`src/rtl/dmac_multi_ch.sv`:
```
// dmac_multi_ch: multi-channel memory-to-memory DMA with round-robin per burst.
// Optional per-channel abort port is built when DMAC_ABORT_EN is defined.
module dmac_multi_ch #(
  parameter int NUM_CH    = 2,
  parameter int ADDR_W    = 32,
  parameter int DATA_W    = 32,
  parameter int LEN_W     = 16,
  parameter int BURST_LEN = 4
) (
  input  logic                     clk,
  input  logic                     rst,
  input  logic [NUM_CH-1:0]        start,
  input  logic [NUM_CH*ADDR_W-1:0] src_addr,
  input  logic [NUM_CH*ADDR_W-1:0] dst_addr,
  input  logic [NUM_CH*LEN_W-1:0]  transfer_length,
  output logic [NUM_CH-1:0]        busy,
  output logic [NUM_CH-1:0]        done,
  output logic                     rd_req,
  output logic [ADDR_W-1:0]        rd_addr,
  input  logic                     rd_ack,
  input  logic                     rd_valid,
  input  logic [DATA_W-1:0]        rd_data,
  output logic                     wr_req,
  output logic [ADDR_W-1:0]        wr_addr,
  output logic [DATA_W-1:0]        wr_data,
  input  logic                     wr_ack
`ifdef DMAC_ABORT_EN
  ,
  input  logic [NUM_CH-1:0]        abort
`endif
);

  localparam int CH_W = (NUM_CH > 1) ? $clog2(NUM_CH) : 1;
  localparam int BC_W = $clog2(BURST_LEN + 1);
  localparam logic [ADDR_W-1:0] STEP = ADDR_W'(DATA_W / 8);

  typedef enum logic [2:0] {
    S_IDLE,
    S_ARB,
    S_RD_REQ,
    S_RD_WAIT,
    S_WR_REQ,
    S_NEXT
  } state_t;

  state_t state_q, state_d;
  logic [CH_W-1:0] gnt_q, gnt_d;
  logic [CH_W-1:0] rr_q, rr_d;
  logic [BC_W-1:0] bcnt_q, bcnt_d;
  logic [DATA_W-1:0] data_q, data_d;
  logic [NUM_CH-1:0][ADDR_W-1:0] src_q, src_d;
  logic [NUM_CH-1:0][ADDR_W-1:0] dst_q, dst_d;
  logic [NUM_CH-1:0][LEN_W-1:0] len_q, len_d;
  logic [NUM_CH-1:0] busy_q, busy_d;
  logic [NUM_CH-1:0] done_q, done_d;
  logic [NUM_CH-1:0] abt_q, abt_d;

  logic [NUM_CH-1:0] abt_v;
  logic [NUM_CH-1:0] cand;
  logic act;
  logic found;
  logic kill;
  logic [CH_W-1:0] sel;
  logic [CH_W-1:0] idx;

`ifdef DMAC_ABORT_EN
  assign abt_v = abort & busy_q;
`else
  assign abt_v = '0;
`endif

  // State register; every flop cleared asynchronously
  always_ff @(posedge clk or posedge rst) begin
    if (rst) begin
      state_q <= S_IDLE;
      gnt_q   <= '0;
      rr_q    <= '0;
      bcnt_q  <= '0;
      data_q  <= '0;
      src_q   <= '0;
      dst_q   <= '0;
      len_q   <= '0;
      busy_q  <= '0;
      done_q  <= '0;
      abt_q   <= '0;
    end else begin
      state_q <= state_d;
      gnt_q   <= gnt_d;
      rr_q    <= rr_d;
      bcnt_q  <= bcnt_d;
      data_q  <= data_d;
      src_q   <= src_d;
      dst_q   <= dst_d;
      len_q   <= len_d;
      busy_q  <= busy_d;
      done_q  <= done_d;
      abt_q   <= abt_d;
    end
  end

  // Channel bookkeeping, arbitration and transfer sequencing
  always_comb begin
    state_d = state_q;
    gnt_d   = gnt_q;
    rr_d    = rr_q;
    bcnt_d  = bcnt_q;
    data_d  = data_q;
    src_d   = src_q;
    dst_d   = dst_q;
    len_d   = len_q;
    busy_d  = busy_q;
    done_d  = '0;
    abt_d   = abt_q;
    found   = 1'b0;
    kill    = 1'b0;
    sel     = '0;
    idx     = '0;
    cand    = busy_q & ~abt_v;
    act     = (state_q != S_IDLE) && (state_q != S_ARB);

    for (int i = 0; i < NUM_CH; i++) begin
      if (abt_v[i]) begin
        if (act && gnt_q == CH_W'(i)) abt_d[i] = 1'b1;
        else busy_d[i] = 1'b0;
      end
      if (start[i] && !busy_q[i]) begin
        src_d[i] = src_addr[i*ADDR_W +: ADDR_W];
        dst_d[i] = dst_addr[i*ADDR_W +: ADDR_W];
        len_d[i] = transfer_length[i*LEN_W +: LEN_W];
        if (transfer_length[i*LEN_W +: LEN_W] != '0) busy_d[i] = 1'b1;
        else done_d[i] = 1'b1;
      end
    end

    unique case (state_q)
      S_IDLE: begin
        if (|busy_q) state_d = S_ARB;
      end
      S_ARB: begin
        for (int k = 0; k < NUM_CH; k++) begin
          if (int'(rr_q) + k >= NUM_CH) idx = CH_W'(int'(rr_q) + k - NUM_CH);
          else idx = CH_W'(int'(rr_q) + k);
          if (!found && cand[idx]) begin
            found = 1'b1;
            sel   = idx;
          end
        end
        if (found) begin
          gnt_d   = sel;
          rr_d    = (int'(sel) == NUM_CH - 1) ? '0 : sel + 1'b1;
          bcnt_d  = '0;
          state_d = S_RD_REQ;
        end else begin
          state_d = S_IDLE;
        end
      end
      S_RD_REQ: begin
        if (rd_ack) state_d = S_RD_WAIT;
      end
      S_RD_WAIT: begin
        if (rd_valid) begin
          data_d  = rd_data;
          state_d = S_WR_REQ;
        end
      end
      S_WR_REQ: begin
        if (wr_ack) state_d = S_NEXT;
      end
      S_NEXT: begin
        src_d[gnt_q] = src_q[gnt_q] + STEP;
        dst_d[gnt_q] = dst_q[gnt_q] + STEP;
        len_d[gnt_q] = len_q[gnt_q] - LEN_W'(1);
        bcnt_d       = bcnt_q + 1'b1;
        kill         = abt_q[gnt_q] | abt_v[gnt_q];
        if (kill) begin
          busy_d[gnt_q] = 1'b0;
          abt_d[gnt_q]  = 1'b0;
          state_d       = S_ARB;
        end else if (len_q[gnt_q] == LEN_W'(1)) begin
          busy_d[gnt_q] = 1'b0;
          done_d[gnt_q] = 1'b1;
          state_d       = S_ARB;
        end else if (bcnt_q + 1'b1 == BC_W'(BURST_LEN)) begin
          state_d = S_ARB;
        end else begin
          state_d = S_RD_REQ;
        end
      end
      default: state_d = S_IDLE;
    endcase
  end

  assign busy    = busy_q;
  assign done    = done_q;
  assign rd_req  = (state_q == S_RD_REQ);
  assign rd_addr = src_q[gnt_q];
  assign wr_req  = (state_q == S_WR_REQ);
  assign wr_addr = dst_q[gnt_q];
  assign wr_data = data_q;

endmodule

```
`config.mk`:
```
export PLATFORM = sky130hd
export DESIGN_NAME = dmac_multi_ch
export DESIGN_NICKNAME = d
export VERILOG_FILES = /design/src/rtl/dmac_multi_ch.sv
export SDC_FILE = /design/constraint.sdc
export NUM_CORES = 1
export LEC_CHECK = 0
export ABC_AREA = 1
export BUFFER_PORTS_ARGS = -buffer_cell sky130_fd_sc_hd__buf_2
export CORE_MARGIN = 2
export CORE_UTILIZATION = 29
export DETAILED_ROUTE_END_ITERATION = 6
export SLEW_MARGIN = 20
export SYNTH_ARGS = -nofsm -noshare
export SYNTH_HDL_FRONTEND = slang
export SYNTH_SLANG_ARGS = --single-unit
```
`constraint.sdc`:
```
create_clock -name clk -period 7.75 [get_ports clk]
set_input_delay 1.55 -clock clk [delete_from_list [all_inputs] [get_ports clk]]
set_output_delay 1.55 -clock clk [all_outputs]
set_load 0.01 [all_outputs]
```
==> out/summary.md, run 1 <==
The flow ran to the end, but the final reports show violations. The final reports fail on DRC. After clock tree synthesis, the setup repair step added 0 buffers.

Clock-pin slew was measured on the worst setup and hold paths at 60 ps. The combinational share of power is 51.7%, and the initial antenna violation count is 1. The placeable core area was 0.04403 mm².

The endpoint identified for the worst register-to-register timing path is src_q[32]$_DFF_PP0_. TritonCTS built the clock tree. The run gives 0.01577 mm² as the post-layout instance area. The mean number of vias per cell is 4.842, and the number of search-and-repair iterations in the first detailed-routing pass is 7.

The average instance in the mapped netlist occupies 7.095 µm². Timing analysis after detailed placement gives a worst setup slack of 3342 ps. The full die area came out at 0.04606 mm². The first global-routing pass estimated 73560 µm of wire. The critical path endpoint category is an output pin. For this design the ratio of total power to cell area is 429.2 mW/mm².

After global routing the overflow that remains totals 0. The sequential fraction of design power is 27.8%. The startpoint of the tightest hold check path is abt_q[1]$_DFFE_PP0P_.

Largest buffer count on any clock path: 3. From left edge to right edge, the die measures 214.6 µm. Counting the buffers created by CTS gives 27.

At the worst endpoint, the required time is 6200 ps. After detailed routing, the average wire length per cell comes to 17.57 µm. For the number of design-rule violations left by the first detailed-router iteration, the log shows 921.

The flip-flop and latch count after synthesis is 206. Data arrives at the worst endpoint at 2880 ps. The number of input and output port buffers inserted was 300; the number of gates resized after CTS was 0. The static leakage is 7.931 nW. The run gives 77 as the floorplan row count. The delay of the slowest cell on the worst path was 870 ps; the cell depth of the worst min-delay path was 2. Insertion delay of the later-clocked pin in the worst-skew pair: 550 ps.

After layout, the minimum clock period comes to 4430 ps. Summed over all nets, the switching power comes to 3.081 mW. When the netlist entered floorplanning its net count stood at 2018.

Among all flip-flop cells after synthesis, the most frequent one is dfrtp_1. The slowest stage cell on the critical path is dfrtp_4. For this run, asynchronously set or reset flops after synthesis account for 100.0%. For the internal power, the log shows 3.686 mW. The tools report the reg-to-reg critical path startpoint as gnt_q$_DFFE_PP0P_. At the pin with the least slew margin, the transition time is 1126 ps. The setup path with the least slack is of type reg -> out.

In this run the vertical extent of the chip is 214.6 µm. The routed design has 47080 µm of wire. The tool flagged a number of max-cap violations equal to 0. The number of pins exceeding their max-slew limit in the final report was 0; the number of instances in the synthesized netlist was 1813. The repair_antennas step left the layout with diodes totalling 0.

The placed instances occupy a cell area of 0.01479 mm². The clock arrives with 10.83 ps of skew. Setup total negative slack on the finished layout was measured at 0 ps.

The net switching share of the total power came out at 45.53%. The cell sitting at the root of the clock tree is a clkbuf_16. The critical path goes through buf_4, nand2_1, o21ai_1, inv_1, buf_2. Summing over every cut layer, the via total after detailed routing is 12970.

The number of setup violations in the final report came out at 0. The global router's overall resource usage came out at 19.99%. Type of origin of the critical path: a flop.

Compared with the post-synthesis result, the final layout area differs by 22.58%. The final-stage net count came out at 2271. The path with the worst hold slack has its endpoint at abt_q[1]$_DFFE_PP0P_. In this run, distinct cell masters in the synthesized netlist total 41. The part of the total power dissipated in the clock network is 20.5%, and the cell area after technology mapping is 0.01286 mm².

The effective utilization at floorplan was 29.22%; the reg-to-reg setup timing slack was 4150 ps. The detailed-route DRC error count was 1. The worst path uses 57.16% of the clock period. The congestion estimate from routability-driven global placement came to 0.8815. Setup repair after global routing left no endpoint under its margin.

The maximum resistive drop on vdd was 0.2230 mV; the count of clock tree sinks was 206. Detailed placement finished with a half-perimeter wire length of 32420 µm. The maximum clock frequency is 225.7 MHz, and the post-cts hold buffer count is 0. The number of enable flip-flop cells after synthesis is 0. Sequential elements use 40.07% of the synthesized area.

The tools report the count of fill cells added during filler insertion as 4707. Entering global routing, the biggest net connects 119 pins. For the worst flop-to-flop path, the logic depth is 6.

The total number of H-tree levels was 1; the number of nets with antenna violations after routing was 0. The min-delay analysis places its worst path in the category reg -> reg. The final count of hold timing violations is 0, and the worst slew margin relative to its limit is 24.91%.

Cells with a size suffix above 1 make up 26.40% of the layout. For the via count of the first global-routing pass, the log shows 13040. The count of yosys warnings during synthesis is 0, and the number of I/O pins is 301. Along the worst path, the maximum fanout reaches 53. Setup slack on the critical path of the routed design comes to 3320 ps.
-- final cells by class --
cell class	instances	area [µm²]	area share, %
clock buffers	36	759.5	4.817
clock inverters	14	214.0	1.357
inverters	112	437.9	2.777
multi-input cells	1409	6880	43.64
flip-flops and latches	206	5159	32.72
well taps	592	740.7	4.698
repair buffers	310	1577	9.998
-- Yosys cell counts (2+ instances only) --
| cell | count | share of area, % |
|---|---|---|
| or2_2 | 79 | 3.8 |
| nand4_1 | 12 | 0.58 |
| o211ai_1 | 92 | 5.4 |
| o21ai_0 | 68 | 2.6 |
| o21ai_1 | 18 | 0.70 |
| nand2_2 | 34 | 1.7 |
| mux2_2 | 40 | 3.5 |
| nand3_1 | 56 | 2.2 |
| a31oi_1 | 12 | 0.58 |
| buf_1 | 11 | 0.32 |
| inv_1 | 105 | 3.1 |
| buf_4 | 4 | 0.23 |
| nand3b_1 | 2 | 0.12 |
| buf_6 | 9 | 0.79 |
| nor2_2 | 19 | 0.92 |
| nor3_1 | 6 | 0.23 |
| xor2_1 | 25 | 1.7 |
| nor4_1 | 3 | 0.15 |
| nand2_1 | 795 | 23 |
| a21oi_1 | 10 | 0.39 |
| buf_2 | 11 | 0.43 |
| inv_2 | 5 | 0.15 |
| mux2i_1 | 2 | 0.16 |
| nor2_1 | 106 | 3.1 |
| clkbuf_1 | 50 | 1.5 |
| nand3_2 | 2 | 0.16 |
| ha_1 | 6 | 0.58 |
| o22ai_1 | 2 | 0.097 |
| xnor2_1 | 7 | 0.48 |
| nor2_4 | 6 | 0.53 |
| dfrtp_1 | 206 | 40 |
-- sequential cells by signal, indices dropped and copies added (netlist names) --
signal / flops
bcnt_q: 3
src_q: 64
len_q: 32
rr_q: 1
done: 2
abt_q: 2
wr_data: 32
gnt_q: 1
dst_q: 64
busy: 2
state_q: 3
-- stage by stage --
stage / utilization [%] / hold WS [ps] / instances / total power [mW]
after global routing: 35.81 / 500.2 / 2679 / 7.323
after floorplan: - / 436.5 / 1813 / 4.277
after detailed placement: 33.60 / 457.0 / 2629 / 5.363
after global placement: 33.60 / 455.4 / 2629 / 5.297
final: 35.81 / 471.9 / 2679 / 6.767
after CTS: 35.81 / 471.7 / 2679 / 6.796
-- worst max path at each step --
stage	start	endpoint	slack [ps]	cells after the start
after detailed placement	start[0]	src_q[0]$_DFF_PP0_	3340	6
after floorplan	rst	abt_q[0]$_DFFE_PP0P_	580	1
after CTS	gnt_q$_DFFE_PP0P_	rd_addr[2]	3290	5
final	gnt_q$_DFFE_PP0P_	rd_addr[2]	3320	5
after global routing	gnt_q$_DFFE_PP0P_	rd_addr[2]	3170	5
after global placement	start[0]	dst_q[0]$_DFF_PP0_	3480	6
-- critical path: cells and delay by family (launching register included) --
kind	cells	cell delay, ps
buffers and inverters	3	1060
flip-flops	1	870
AO/OA/AOI/OAI	1	230
AND/OR/NAND/NOR	1	110
-- cell usage in the layout (no fill, tap or decap), types with 7 or more instances in the layout --
master / synthesis / routed
nand3_1: 56 / 56
or2_2: 79 / 79
nor2_1: 106 / 105
xor2_1: 25 / 25
mux2_2: 40 / 40
a31oi_1: 12 / 12
inv_1: 105 / 102
o21ai_1: 18 / 18
o21ai_0: 68 / 68
nand2_1: 795 / 792
clkbuf_16: 0 / 27
o211ai_1: 92 / 92
xnor2_1: 7 / 7
nand2_2: 34 / 35
nor2_2: 19 / 18
a21oi_1: 10 / 10
nand4_1: 12 / 12
buf_2: 11 / 300
buf_4: 4 / 10
nor2_4: 6 / 8
dfrtp_1: 206 / 205
-- power groups by stage --
stage | clock network [mW] | registers [mW] | logic, mW
after detailed placement | 0 | 1.89 | 3.47
after global routing | 1.46 | 1.95 | 3.91
after floorplan | 0 | 1.82 | 2.45
final | 1.39 | 1.88 | 3.50
after CTS | 1.42 | 1.88 | 3.49
after global placement | 0 | 1.87 | 3.43
-- metal layers --
metal  global-route usage (%)  share of wire, %
met5                        0             0.023
met4                    5.301               2.1
met3                    3.404               6.2
met2                    32.00                44
met1                    27.89                47
-- logic make-up (layout without fill, tap and decap cells) --
| logic type | count (synthesis) | in the layout | share of synthesized area, % |
|---|---|---|---|
| buffers and inverters | 198 | 472 | 6.672 |
| multiplexers | 42 | 42 | 3.657 |
| adder cells (fa/ha/maj) | 6 | 6 | 0.5836 |
| AND/OR/NAND/NOR | 1123 | 1123 | 36.80 |
| AO/OA/AOI/OAI | 206 | 206 | 10.04 |
| XOR/XNOR | 32 | 32 | 2.179 |
| flip-flops | 206 | 206 | 40.07 |
No activity file was read; power rests on OpenSTA's default activity.
==> run 2, diff against run 1 <==
- clock period: 7.75 -> 4.6 ns (I/O delays scaled with it)
==> out/summary.md, run 2 (synthesis gave the netlist of run 1 again) <==
The flow ran to the end, and the final reports show no timing, DRC or antenna violations. The fraction of layout cells with a size suffix above 1 is 26.53%, and the final-stage net count is 2275. In the routed design, unresolved DRC markers number 0.

In this run, post-CTS repair resized a total of 0 instances. Uppermost metal layer occupied by signal nets: met5. The count of buffers added on input and output ports is 300. The initialized floorplan defines 77 standard-cell rows. VDD sags by at most 0.3102 mV. In the detailed route, the total length drawn on met2 is 20980 µm. The detail route stage leaves a number of antenna-violating nets equal to 0.

In this run the tightest slew margin relative to its limit is 25.85%. The logs give 7 for the initial antenna violation count and 302.1 MHz for the maximum clock frequency. For the total number of H-tree levels, the log shows 1.

Wire length per cell: 17.56 µm. The final count of hold timing violations is 0, and the layout-stage area growth over the synthesis result is 23.34%. The run gives 6 as the number of search-and-repair iterations in the first detailed-routing pass. Excluding fillers, the count of instances in the completed layout stands at 2688. Mean number of vias per cell: 4.859. Hold repair after CTS inserted 0 buffers. TritonCTS built the clock tree. The master cell of the clock root buffer was clkbuf_16. Clock tree synthesis inserted a total of 28 buffers. Summing all placed instances gives a cell area of 0.01483 mm². The clock net in this run drives a total of 206 sinks. Detailed routing inserted a total of 13060 vias.

Net switching is 44.84% of the power. Total overflow reported by the global router: 0. For the total power consumption of the routed design, the log shows 11.42 mW.

Setup repair after global routing left no endpoint under its margin. The final setup skew came out at 13.17 ps. Sequential cells burn 27.6% of the power. Along the worst path, the maximum fanout reaches 82. The floorplan step defined a die boundary enclosing 0.04606 mm². Die extent in y: 214.6 µm. The first global-routing pass estimated 73590 µm of wire. Most common cell after layout, fill and taps aside: nand2_1. The run gives 13010 as the via count of the first global-routing pass. Final critical-path share of the clock period: 71.97%.

The setup total negative slack is 0 ps, and the combinational share of power is 51.6%. In this run, the number of DRC markers left after iteration 0 of detailed routing was 993. The number of pins exceeding their max-slew limit in the final report is 0. The final critical delay including setup and external delays came out at 3311 ps.

The run gives 0.04403 mm² as the placeable core area. Max-cap violations in this run came to 0. Cell internal power was estimated by the tool at 6.301 mW. The later pin in the worst-skew pair is clocked with a latency of 560 ps. Summed over all nets, wire length on met3 after detailed routing comes to 3965 µm. For this design the static power due to leakage is 7.966 nW. Once placement completed, the tool counted placed cells totaling 2632.

The run gives 20.11% as the global router's overall resource usage. Entering global routing, the biggest net connects 92 pins. The initial utilization of the core area, before any placement, comes to 29.22%. Summed over all nets, the switching power comes to 5.122 mW. The number of I/O pins came out at 301. The tools report the type of origin of the critical path as a flop. The logs give 47200 µm for the total routed wirelength and 2390 ps for the arrival time reported for the critical path endpoint.

The congestion estimate from routability-driven global placement came to 0.8807. The run gives 0 as the number of buffers inserted to repair setup after CTS. The min-delay analysis places its worst path in the category reg -> reg. The clock network is responsible for 20.9% of the overall power.

After routing the design area is 0.01587 mm². The die is 214.6 µm wide. The HPWL after detailed placement is 32940 µm. In the layout the commonest cells are nand2_1 (792), buf_2 (300), dfrtp_1 (205). The ratio of total power to cell area was 719.9 mW/mm².

In the final layout, the registers with the most flip-flops are dst_q x64, src_q x64. At the worst endpoint, the required time is 3680 ps. After clock tree synthesis, the clock-pin slew on the worst setup and hold paths is 60 ps. STA classifies the critical path endpoint as an output pin. At the pin with the least slew margin, the transition time is 1111 ps.

Setup violations remaining at the end of the flow were counted as 0. The clock passes through at most 3 buffers. The critical path class was reg -> out. The met1 wire length was 21270 µm.
==> run 2: metrics by stage <==
step                      worst slack, ps  util, %  hold WS [ps]
after detailed placement             1735    33.69         465.1
final                                1289    36.04         460.9
after floorplan                      1008        -         436.5
after global placement               1758    33.68         455.6
after CTS                            1242    36.01         471.1
after global routing                 1168    36.01         481.6
==> run 2: cell type report <==
| cell class | count | area [µm²] |
|---|---|---|
| antenna | 4 | 10.01 |
| clock buffer | 41 | 829.5 |
| clock inverter | 11 | 193.9 |
| fill | 4683 | 28160 |
| inverter | 112 | 434.2 |
| multi-input combinational | 1409 | 6875 |
| sequential | 206 | 5159 |
| tap | 592 | 740.7 |
| timing repair buffer | 313 | 1624 |
==> run 2: final timing paths <==
kind,slack (ps),from,depth (start not counted),endpoint
max,1290,gnt_q$_DFFE_PP0P_,5,wr_addr[31]
min,460,dst_q[34]$_DFF_PP0_,1,dst_q[34]$_DFF_PP0_
min in group asynchronous,510,rst,2,dst_q[15]$_DFF_PP0_
max reg2reg,1700,gnt_q$_DFFE_PP0P_,6,src_q[63]$_DFF_PP0_
max in group asynchronous,3030,rst,3,src_q[3]$_DFF_PP0_
min reg2reg,460,dst_q[34]$_DFF_PP0_,1,dst_q[34]$_DFF_PP0_
==> run 2: power groups by stage <==
stage,Clock (mW),Sequential (mW),Combinational (mW)
after floorplan,0,3.07,4.13
after global placement,0,3.14,5.80
after detailed placement,0,3.16,5.86
after CTS,2.46,3.14,5.90
after global routing,2.52,3.26,6.60
final,2.38,3.15,5.89
==> run 2: per-layer routing <==
layer	up-vias	GRT usage (%)
met5	-	0
met4	6	5.185
met1	6238	27.28
li1	6294	-
met2	457	31.69
met3	66	5.433
==> run 2: worst max-delay path: stages, from the launching register on <==
cell and delay [ps]:
dfrtp_4 720, inv_8 300, or2_2 370, o21ai_0 110, inv_1 120, buf_2 160
